**src/rtl/if_prefetch.sv**
```systemverilog
// Instruction-fetch prefetch buffer: runs fetch_pc ahead of decode into a DEPTH-entry FIFO.
// Latency: word enqueued on edge N is visible on instr after N; redirect adds one bubble cycle.
// Backpressure: stops enqueueing when full or fetch_en=0; drain via instr_valid/instr_ready.
module if_prefetch #(
  parameter int          DEPTH     = 4,
  parameter logic [31:0] TEXT_BASE = 32'h0040_0000
) (
  input  logic                     clk,
  input  logic                     rst_n,
  input  logic                     fetch_en,
  input  logic                     redirect,
  input  logic [31:0]              redirect_pc,
  output logic [10:0]              imem_addr,
  input  logic [31:0]              imem_rd,
  output logic                     instr_valid,
  output logic [31:0]              instr,
  output logic [31:0]              instr_pc,
  input  logic                     instr_ready,
  output logic [$clog2(DEPTH):0]   fifo_count
);

  localparam int PW = $clog2(DEPTH);
  localparam int CW = PW + 1;

  logic [31:0]   fetch_pc_q, fetch_pc_d;
  logic [PW-1:0] rd_ptr_q, rd_ptr_d;
  logic [PW-1:0] wr_ptr_q, wr_ptr_d;
  logic [CW-1:0] count_q, count_d;
  logic [31:0]   pc_mem_q   [DEPTH];
  logic [31:0]   word_mem_q [DEPTH];

  logic [31:0]   pc_offset;
  logic          push;
  logic          pop;

  // Byte offset from TEXT_BASE; word index taken modulo 2048 so out-of-range PCs alias.
  assign pc_offset = fetch_pc_q - TEXT_BASE;
  assign imem_addr = 11'((pc_offset >> 2) & 32'h0000_07FF);

  // No full-bypass: a full FIFO never accepts a push, even alongside a pop.
  assign push = fetch_en && !redirect && (count_q < CW'(DEPTH));
  assign pop  = instr_valid && instr_ready;

  assign instr_valid = (count_q != '0);
  assign instr       = word_mem_q[rd_ptr_q];
  assign instr_pc    = pc_mem_q[rd_ptr_q];
  assign fifo_count  = count_q;

  // Next-state for PC, pointers and occupancy; redirect overrides push and pop.
  always_comb begin
    fetch_pc_d = fetch_pc_q;
    rd_ptr_d   = rd_ptr_q;
    wr_ptr_d   = wr_ptr_q;
    count_d    = count_q;
    if (redirect) begin
      // Masking keeps the target word-aligned regardless of the low two bits.
      fetch_pc_d = redirect_pc & 32'hFFFF_FFFC;
      rd_ptr_d   = '0;
      wr_ptr_d   = '0;
      count_d    = '0;
    end else begin
      if (push) begin
        fetch_pc_d = fetch_pc_q + 32'd4;
        wr_ptr_d   = wr_ptr_q + 1'b1;
      end
      if (pop) begin
        rd_ptr_d = rd_ptr_q + 1'b1;
      end
      case ({push, pop})
        2'b10:   count_d = count_q + 1'b1;
        2'b01:   count_d = count_q - 1'b1;
        default: count_d = count_q;
      endcase
    end
  end

  // State registers; reset clears every FIFO entry so the head reads zero.
  always_ff @(posedge clk or negedge rst_n) begin
    if (!rst_n) begin
      fetch_pc_q <= TEXT_BASE;
      rd_ptr_q   <= '0;
      wr_ptr_q   <= '0;
      count_q    <= '0;
      for (int i = 0; i < DEPTH; i++) begin
        pc_mem_q[i]   <= '0;
        word_mem_q[i] <= '0;
      end
    end else begin
      fetch_pc_q <= fetch_pc_d;
      rd_ptr_q   <= rd_ptr_d;
      wr_ptr_q   <= wr_ptr_d;
      count_q    <= count_d;
      if (push) begin
        pc_mem_q[wr_ptr_q]   <= fetch_pc_q;
        word_mem_q[wr_ptr_q] <= imem_rd;
      end
    end
  end

endmodule

```
**config.mk**
```make
export PLATFORM = sky130hd
export DESIGN_NAME = if_prefetch
export DESIGN_NICKNAME = d
export VERILOG_FILES = /design/src/rtl/if_prefetch.sv
export SDC_FILE = /design/constraint.sdc
export NUM_CORES = 1
export LEC_CHECK = 0
export CORE_MARGIN = 3
export CORE_UTILIZATION = 45
export DETAILED_ROUTE_END_ITERATION = 12
export GPL_ROUTABILITY_DRIVEN = 0
export PLACE_DENSITY_LB_ADDON = 0.1
export SLEW_MARGIN = 0
export SYNTH_ARGS = -nofsm -noshare
export SYNTH_HDL_FRONTEND = slang
export SYNTH_SLANG_ARGS = --single-unit
```
**constraint.sdc**
```tcl
create_clock -name clk -period 2.2 [get_ports clk]
set_clock_uncertainty 0.05 [all_clocks]
set_input_delay 0.55 -clock clk [delete_from_list [all_inputs] [get_ports clk]]
set_output_delay 0.55 -clock clk [all_outputs]
set_load 0.005 [all_outputs]
```
==> metrics.txt, run 1 <==
# TYPE chip_impl_metric gauge
chip_impl_info{name="outcome",value="finished with violations"} 1
chip_impl_info{name="violations",value="negative setup slack"} 1
chip_impl_metric{name="cts_num_sinks",unit=""} 285
chip_impl_metric{name="tritoncts.num_buffers",unit=""} 30
chip_impl_metric{name="floorplan.die.width",unit="um"} 175
chip_impl_metric{name="finish.net_count",unit=""} 1129
chip_impl_metric{name="initial_cell_density_of_the_core",unit="%"} 45.9
chip_impl_metric{name="layout-area-overhead-vs-synth",unit="%"} 28.8
chip_impl_metric{name="cap_violations",unit=""} 0
chip_impl_metric{name="timing_max_transition_violations_final",unit=""} 0
chip_impl_info{name="crit_path_cell_trace",value="buf_12 > buf_12 > buf_12 > mux4_2 > buf_2"} 1
chip_impl_metric{name="ff2ff_path_depth",unit=""} 8
chip_impl_metric{name="antenna_found_initial",unit=""} 0
chip_impl_info{name="post_synth_main_area_contributors",value="dfrtp_1, mux2_2, mux4_2"} 1
chip_impl_info{name="synth_top_cell_by_area",value="dfrtp_1"} 1
chip_impl_metric{name="setup_ws",unit="ps"} -435
chip_impl_metric{name="placement.setup.worst_slack",unit="ps"} -374
chip_impl_metric{name="worst_path_largest_cell_delay",unit="ps"} 500
chip_impl_metric{name="postSynthAreaPerCell",unit="um2"} 15.2
chip_impl_info{name="timing.critical_path.slowest_stage_cell",value="dfrtp_4"} 1
chip_impl_metric{name="antenna_left",unit=""} 0
chip_impl_metric{name="pin_count",unit=""} 148
chip_impl_info{name="crit_path_start_kind",value="flip-flop"} 1
chip_impl_metric{name="vdd.ir_drop.worst",unit="uV"} 689
chip_impl_metric{name="leakage",unit="nW"} 7.27
chip_impl_metric{name="critPathBufInv",unit=""} 4
chip_impl_metric{name="post-route-min-period",unit="ps"} 2640
chip_impl_metric{name="portBuffers",unit=""} 143
chip_impl_metric{name="maximum_number_of_pins_on_one_net_before_global_route_repair",unit=""} 68
chip_impl_metric{name="detail_route.drc_violations",unit=""} 0
chip_impl_metric{name="antenna_cells_inserted",unit=""} 0
chip_impl_metric{name="p_comb_share",unit="%"} 36.2
chip_impl_info{name="ys_dominant_reg_cell",value="dfrtp_1"} 1
chip_impl_metric{name="insertion_delay",unit="ps"} 550
chip_impl_metric{name="crit_path_cell_count",unit=""} 5
chip_impl_info{name="cp_common_cell",value="buf_12"} 1
chip_impl_metric{name="design.die.area",unit="um2"} 30600
chip_impl_metric{name="ys_seq_elements",unit=""} 285
chip_impl_metric{name="cp_data_required_time",unit="ps"} 1600
chip_impl_metric{name="slew_headroom",unit="%"} 58.5
chip_impl_info{name="setup.worst_path.class",value="reg2out"} 1
chip_impl_metric{name="num_rows",unit=""} 61
chip_impl_metric{name="wl_met1",unit="um"} 13200
chip_impl_metric{name="worst_ep_arrival_time",unit="ps"} 2040
chip_impl_metric{name="core_area",unit="um2"} 28000
chip_impl_metric{name="timing.setup.tns",unit="ps"} -22970
chip_impl_metric{name="total_cell_area_at_the_placement_stage",unit="um2"} 15200
chip_impl_metric{name="power.clock.fraction",unit="%"} 24.0
chip_impl_metric{name="dr_wl_met3",unit="um"} 1070
chip_impl_metric{name="cts-root-to-sink-buffers",unit=""} 3
chip_impl_metric{name="cellInternalPower",unit="mW"} 15.4
chip_impl_metric{name="sequential_area_share_after_synthesis",unit="%"} 55.5
chip_impl_info{name="cp_endpoint_kind",value="output pin"} 1
chip_impl_info{name="worstHoldPathType",value="in2async"} 1
chip_impl_metric{name="syn_std_cell_area",unit="um2"} 12900
chip_impl_metric{name="grt_first_pass_wirelength",unit="um"} 46200
chip_impl_metric{name="synth_enable_flop_cells",unit=""} 0
chip_impl_metric{name="min_period_over_period",unit="%"} 120
chip_impl_metric{name="die_height",unit="um"} 175
chip_impl_info{name="tritoncts",value="yes"} 1
chip_impl_info{name="unrepaired_setup_endpoints_after_global_routing",value="true"} 1
chip_impl_info{name="critical_path.top_delay_family",value="buffers and inverters"} 1
chip_impl_metric{name="power.switching",unit="mW"} 5.79
chip_impl_metric{name="post-dp-hpwl",unit="um"} 18500
chip_impl_metric{name="grt.overflow.total",unit=""} 0
chip_impl_metric{name="fillCellCount",unit=""} 2267
chip_impl_metric{name="powerDensity",unit="nW/um2"} 1280
chip_impl_metric{name="drt-vias-per-instance",unit=""} 5.26
chip_impl_metric{name="fin_area",unit="um2"} 16600
chip_impl_metric{name="synth_warnings",unit=""} 0
chip_impl_metric{name="timing.final.hold_violations",unit=""} 0
chip_impl_metric{name="worst-r2r-setup-slack",unit="ps"} 160
chip_impl_metric{name="path_max_fanout",unit=""} 5
chip_impl_metric{name="ys_async_sr_fraction",unit="%"} 100
chip_impl_metric{name="power.sequential.fraction",unit="%"} 39.9
chip_impl_metric{name="synthesis.instances",unit=""} 848
chip_impl_metric{name="drt_pass1_iterations",unit=""} 4
chip_impl_metric{name="tightestPinTransition",unit="ps"} 622
chip_impl_metric{name="final_layout_size_suffix_gt1_share",unit="%"} 50.7
chip_impl_metric{name="global_route.usage.total",unit="%"} 18.9
chip_impl_metric{name="first_iter_violations",unit=""} 391
chip_impl_metric{name="synth_cell_types",unit=""} 38
chip_impl_metric{name="net_switching_share_of_the_total_power",unit="%"} 27.3
chip_impl_metric{name="vias",unit=""} 7653
chip_impl_metric{name="routed_wl",unit="um"} 28600
chip_impl_info{name="clock_tree.root_cell",value="clkbuf_16"} 1
chip_impl_metric{name="grt_pass1_vias",unit=""} 8182
chip_impl_metric{name="finalSetupViolations",unit=""} 62
chip_impl_metric{name="met2_wirelength",unit="um"} 13900
chip_impl_metric{name="wl_per_cell",unit="um"} 19.7
chip_impl_metric{name="synth_largest_type_area_fraction",unit="%"} 55.3
chip_impl_metric{name="path_clk_slew",unit="ps"} 60
chip_impl_info{name="top_signal_layer_used",value="met4"} 1
chip_impl_metric{name="fmaxAchievable",unit="MHz"} 379
chip_impl_metric{name="clock_tree.htree_level_count",unit=""} 1
## cell families after synthesis
family / count (synthesis) / share of synthesized area, %
flops: 285 / 55.5
fa+ha+maj: 6 / 0.642
other cells: 1 / 0.0292
mux: 312 / 32.7
simple gates: 100 / 4.34
buf+inv: 77 / 3.13
xor+xnor: 34 / 2.32
compound gates: 33 / 1.33
## sequential cells by signal (all words and copies together) (netlist names)
| name | flops |
|---|---|
| word_mem_q | 128 |
| pc_mem_q | 120 |
| fetch_pc_q | 30 |
| fifo_count | 3 |
| rd_ptr_q | 2 |
| wr_ptr_q | 2 |
## through the flow
stage | cells | power, mW | hold WS (ps) | util [%]
6_report | 1456 | 21.2 | 434 | 59.1
3_3_place_gp | 1358 | 16.0 | 406 | 54.2
3_5_place_dp | 1358 | 16.1 | 408 | 54.2
5_1_grt | 1456 | 22.5 | 436 | 59.1
2_1_floorplan | 849 | 12.6 | 204 | -
4_1_cts | 1447 | 21.3 | 419 | 58.6
## synthesized netlist by cell type, types with 2 or more instances
cell,number
buf_4,18
nand3_1,4
buf_2,37
xnor2_1,16
ha_1,5
nor4_1,3
mux2_2,248
inv_1,4
mux4_2,62
and2_1,7
and3_1,10
nor2b_1,3
and4_1,2
o21ai_0,29
xor2_1,18
dfrtp_1,284
nand4_2,2
nand2_1,37
nand4_1,12
nor2_1,12
clkbuf_1,17
mux2i_1,2
## cell type report
type,instances,area [um2],area share [%]
clock buffer,39,856,5.17
tap,378,473,2.86
clock inverter,17,151,0.914
multi-input combinational,487,5340,32.3
timing repair buffer,246,2570,15.6
sequential,285,7150,43.2
inverter,4,15.0,0.0907
## worst reg2reg max path: stages (launching register included)
cell	delay, ps
dfrtp_1	380
or3_4	420
buf_4	160
nand2_1	80
nor2_1	60
fa_1	380
nor4_1	280
a221oi_1	80
nor2_1	90
## routing by layer
layer / up-vias / global-route usage [%]
met2: 144 / 31.5
met3: 34 / 3.11
met4: 0 / 3.29
met5: - / 0
met1: 3968 / 26.8
li1: 3507 / -
## placed cells by master (no fill, tap or decap), drive strengths merged, types with 5 or more instances in the layout
master / synthesis / layout
inv: 4 / 5
xnor2: 16 / 16
buf: 56 / 166
mux4: 62 / 62
nand4: 14 / 14
clkinvlp: 0 / 5
and3: 10 / 10
and2: 7 / 7
clkbuf: 17 / 40
xor2: 18 / 18
dfrtp: 284 / 284
mux2: 248 / 248
o21ai: 30 / 30
clkinv: 0 / 9
clkdlybuf4s50: 0 / 73
nand2: 37 / 37
nor2: 12 / 12
ha: 5 / 5
## worst paths after layout
check | start | endpoint
max | rd_ptr_q[0]$_DFFE_PN0P_ | instr_pc[17]
min | rst_n | word_mem_q[35]$_DFFE_PN0P_
max reg2reg | fifo_count[2]$_DFFE_PN0P_ | fifo_count[2]$_DFFE_PN0P_
min reg2reg | pc_mem_q[25]$_DFFE_PN0P_ | pc_mem_q[25]$_DFFE_PN0P_
max in group asynchronous | rst_n | fetch_pc_q[5]$_DFFE_PN0N_
min in group clk | pc_mem_q[25]$_DFFE_PN0P_ | pc_mem_q[25]$_DFFE_PN0P_
## power by group through the flow
stage	sequential [mW]	clock [mW]	combinational, mW
5_1_grt	8.73	5.44	8.33
3_5_place_dp	8.59	0	7.54
3_3_place_gp	8.53	0	7.44
2_1_floorplan	8.19	0	4.39
4_1_cts	8.45	5.24	7.61
6_report	8.45	5.08	7.67
## timing repair
item	4_1_cts	5_1_grt
setup endpoints to repair	75	69
resized for setup	287	27
pin swaps	1	0
gates cloned	5	0
buffers inserted	27	12
hold buffers	1	0
hold endpoints to repair	27	0
(Power assumes the default switching activity.)
==> inputs of run 2 (changes only) <==
Settings changed: PLACE_DENSITY from default to 0.68, PLACE_DENSITY_LB_ADDON 0.1 to default.
==> metrics.txt, run 2 (synthesis results as in run 1) <==
# TYPE chip_impl_metric gauge
chip_impl_metric{name="antenna_left",unit=""} 0
chip_impl_metric{name="multi_input_area",unit="um2"} 5350
chip_impl_metric{name="core_area",unit="um2"} 28000
chip_impl_info{name="layout_top_registers",value="word_mem_q (128), pc_mem_q (120), fetch_pc_q (30)"} 1
chip_impl_metric{name="cap_violations",unit=""} 0
chip_impl_metric{name="layout-area-overhead-vs-synth",unit="%"} 26.4
chip_impl_metric{name="post-dp-hpwl",unit="um"} 17700
chip_impl_info{name="rr_startpoint",value="fifo_count[2]$_DFFE_PN0P_"} 1
chip_impl_info{name="violations",value="negative setup slack"} 1
chip_impl_info{name="setup.worst_path.class",value="reg2out"} 1
chip_impl_metric{name="portBuffers",unit=""} 143
chip_impl_metric{name="maximum_number_of_pins_on_one_net_before_global_route_repair",unit=""} 68
chip_impl_metric{name="worst_ep_arrival_time",unit="ps"} 2050
chip_impl_metric{name="cp_data_required_time",unit="ps"} 1600
chip_impl_info{name="mostFrequentLayoutCells",value="dfrtp_1, mux2_2, clkdlybuf4s50_1"} 1
chip_impl_metric{name="min_period_over_period",unit="%"} 121
chip_impl_metric{name="path_clk_slew",unit="ps"} 60
chip_impl_info{name="outcome",value="finished with violations"} 1
chip_impl_info{name="r2r_end",value="word_mem_q[60]$_DFFE_PN0P_"} 1
chip_impl_metric{name="tightestPinTransition",unit="ps"} 612
chip_impl_metric{name="finalSetupViolations",unit=""} 62
chip_impl_info{name="tritoncts",value="yes"} 1
chip_impl_metric{name="pin_count",unit=""} 148
chip_impl_metric{name="fillCellCount",unit=""} 2274
chip_impl_metric{name="clock_tree.htree_level_count",unit=""} 1
chip_impl_metric{name="worst_path_largest_cell_delay",unit="ps"} 510
chip_impl_metric{name="post-route-min-period",unit="ps"} 2650
chip_impl_metric{name="routed_wl",unit="um"} 28500
chip_impl_metric{name="first_iter_violations",unit=""} 345
chip_impl_metric{name="tritoncts.num_buffers",unit=""} 31
chip_impl_metric{name="finish.utilization",unit="%"} 58.0
chip_impl_metric{name="grt_first_pass_wirelength",unit="um"} 45400
chip_impl_metric{name="grt.overflow.total",unit=""} 0
chip_impl_metric{name="leakage",unit="nW"} 7.14
chip_impl_info{name="worstHoldPathType",value="reg2reg"} 1
chip_impl_metric{name="drt-vias-per-instance",unit=""} 5.37
chip_impl_metric{name="initial_cell_density_of_the_core",unit="%"} 45.9
chip_impl_info{name="timing.critical_path.slowest_stage_cell",value="dfrtp_4"} 1
chip_impl_info{name="clock_tree.root_cell",value="clkbuf_16"} 1
chip_impl_metric{name="global_route.usage.total",unit="%"} 18.5
chip_impl_metric{name="timing.final.hold_violations",unit=""} 0
chip_impl_metric{name="timing_max_transition_violations_final",unit=""} 0
chip_impl_info{name="largest_register",value="word_mem_q"} 1
chip_impl_metric{name="vdd.ir_drop.worst",unit="uV"} 642
chip_impl_metric{name="wl_per_cell",unit="um"} 19.8
chip_impl_info{name="holdCritStartpoint",value="pc_mem_q[46]$_DFFE_PN0P_"} 1
chip_impl_metric{name="largest_reg_flops",unit=""} 128
chip_impl_metric{name="detail_route.drc_violations",unit=""} 0
chip_impl_info{name="mostFrequentLayoutCell",value="dfrtp_1"} 1
chip_impl_metric{name="final_layout_size_suffix_gt1_share",unit="%"} 49.7
chip_impl_metric{name="area.sequential",unit="um2"} 7140
chip_impl_info{name="cp_common_cell",value="buf_12"} 1
chip_impl_metric{name="floorplan.die.width",unit="um"} 175
chip_impl_metric{name="cts-root-to-sink-buffers",unit=""} 3
chip_impl_metric{name="fmaxAchievable",unit="MHz"} 377
chip_impl_metric{name="insertion_delay",unit="ps"} 550
chip_impl_metric{name="die_height",unit="um"} 175
chip_impl_metric{name="worst-r2r-setup-slack",unit="ps"} 100
chip_impl_metric{name="ff2ff_path_depth",unit=""} 8
chip_impl_metric{name="antenna_found_initial",unit=""} 2
chip_impl_metric{name="timing.setup.tns",unit="ps"} -21960
chip_impl_info{name="crit_path_cell_trace",value="buf_12 > buf_12 > buf_6 > mux4_2 > buf_2"} 1
chip_impl_metric{name="cts_num_sinks",unit=""} 285
chip_impl_metric{name="powerDensity",unit="nW/um2"} 1290
chip_impl_metric{name="slew_headroom",unit="%"} 59.2
chip_impl_info{name="unrepaired_setup_endpoints_after_global_routing",value="true"} 1
chip_impl_metric{name="num_rows",unit=""} 61
chip_impl_info{name="timing.hold.worst_endpoint",value="pc_mem_q[46]$_DFFE_PN0P_"} 1
chip_impl_metric{name="path_max_fanout",unit=""} 10
chip_impl_metric{name="design.die.area",unit="um2"} 30600
chip_impl_metric{name="timing.hold.ws",unit="ps"} 448
chip_impl_info{name="crit_path_start_kind",value="flip-flop"} 1
chip_impl_metric{name="finish.net_count",unit=""} 1116
chip_impl_metric{name="grt_pass1_vias",unit=""} 8086
chip_impl_metric{name="placed_cells",unit=""} 1350
chip_impl_metric{name="final_cells",unit=""} 1442
chip_impl_metric{name="drt_pass1_iterations",unit=""} 5
chip_impl_metric{name="vias",unit=""} 7742
chip_impl_metric{name="setup_ws",unit="ps"} -455
chip_impl_metric{name="worst_hold_depth",unit=""} 1
chip_impl_info{name="cp_endpoint_kind",value="output pin"} 1
run 2: worst max path at each step:
stage | startpoint | to | slack (ps)
floorplan | rd_ptr_q[0]$_DFFE_PN0P_ | instr[10] | 60
global placement | fetch_en | pc_mem_q[49]$_DFFE_PN0P_ | -350
detailed placement | fetch_en | word_mem_q[111]$_DFFE_PN0P_ | -400
CTS | rd_ptr_q[0]$_DFFE_PN0P_ | instr_pc[24] | -490
global route | rd_ptr_q[0]$_DFFE_PN0P_ | instr[10] | -510
finish | rd_ptr_q[0]$_DFFE_PN0P_ | instr[10] | -450
run 2: final cells by class:
type | instances | area share (%)
timing repair buffer | 232 | 13.8
sequential | 285 | 43.9
multi-input combinational | 487 | 32.9
tap | 378 | 2.91
clock inverter | 6 | 0.685
inverter | 4 | 0.0924
antenna | 2 | 0.0308
clock buffer | 48 | 5.60
run 2: power by group:
part	internal, mW	total [mW]	leakage [nW]	switching (mW)
registers	7.40	8.49	3.59	1.09
logic	4.69	7.25	3.05	2.56
clock network	3.17	5.20	0.500	2.03
run 2: worst max-delay path, delay by kind of cell, from the launching register on:
| kind | cells | cell delay, ps |
|---|---|---|
| buffers and inverters | 4 | 560 |
| muxes | 1 | 430 |
| DFF | 1 | 510 |
run 2: per-layer routing:
layer	wire length (um)	GRT usage, %
met5	13	0
met4	477	3.62
met3	1750	4.17
met2	13300	29.3
met1	12900	26.7
run 2: through the flow:
stage / total power, mW / instance area [um2] / setup slack (ps)
2_1_floorplan: 12.6 / 12900 / 64.0
3_3_place_gp: 15.8 / 15000 / -350
3_5_place_dp: 16.1 / 15000 / -397
4_1_cts: 21.1 / 16200 / -490
5_1_grt: 22.2 / 16300 / -506
6_report: 20.9 / 16300 / -455
run 2: repair_timing:
item,4_1_cts,5_1_grt
pin swaps,0,1
cloned,3,2
resized for setup,224,50
setup endpoints to repair,76,312
hold buffers,1,0
setup buffers,19,13
hold endpoints to repair,44,0
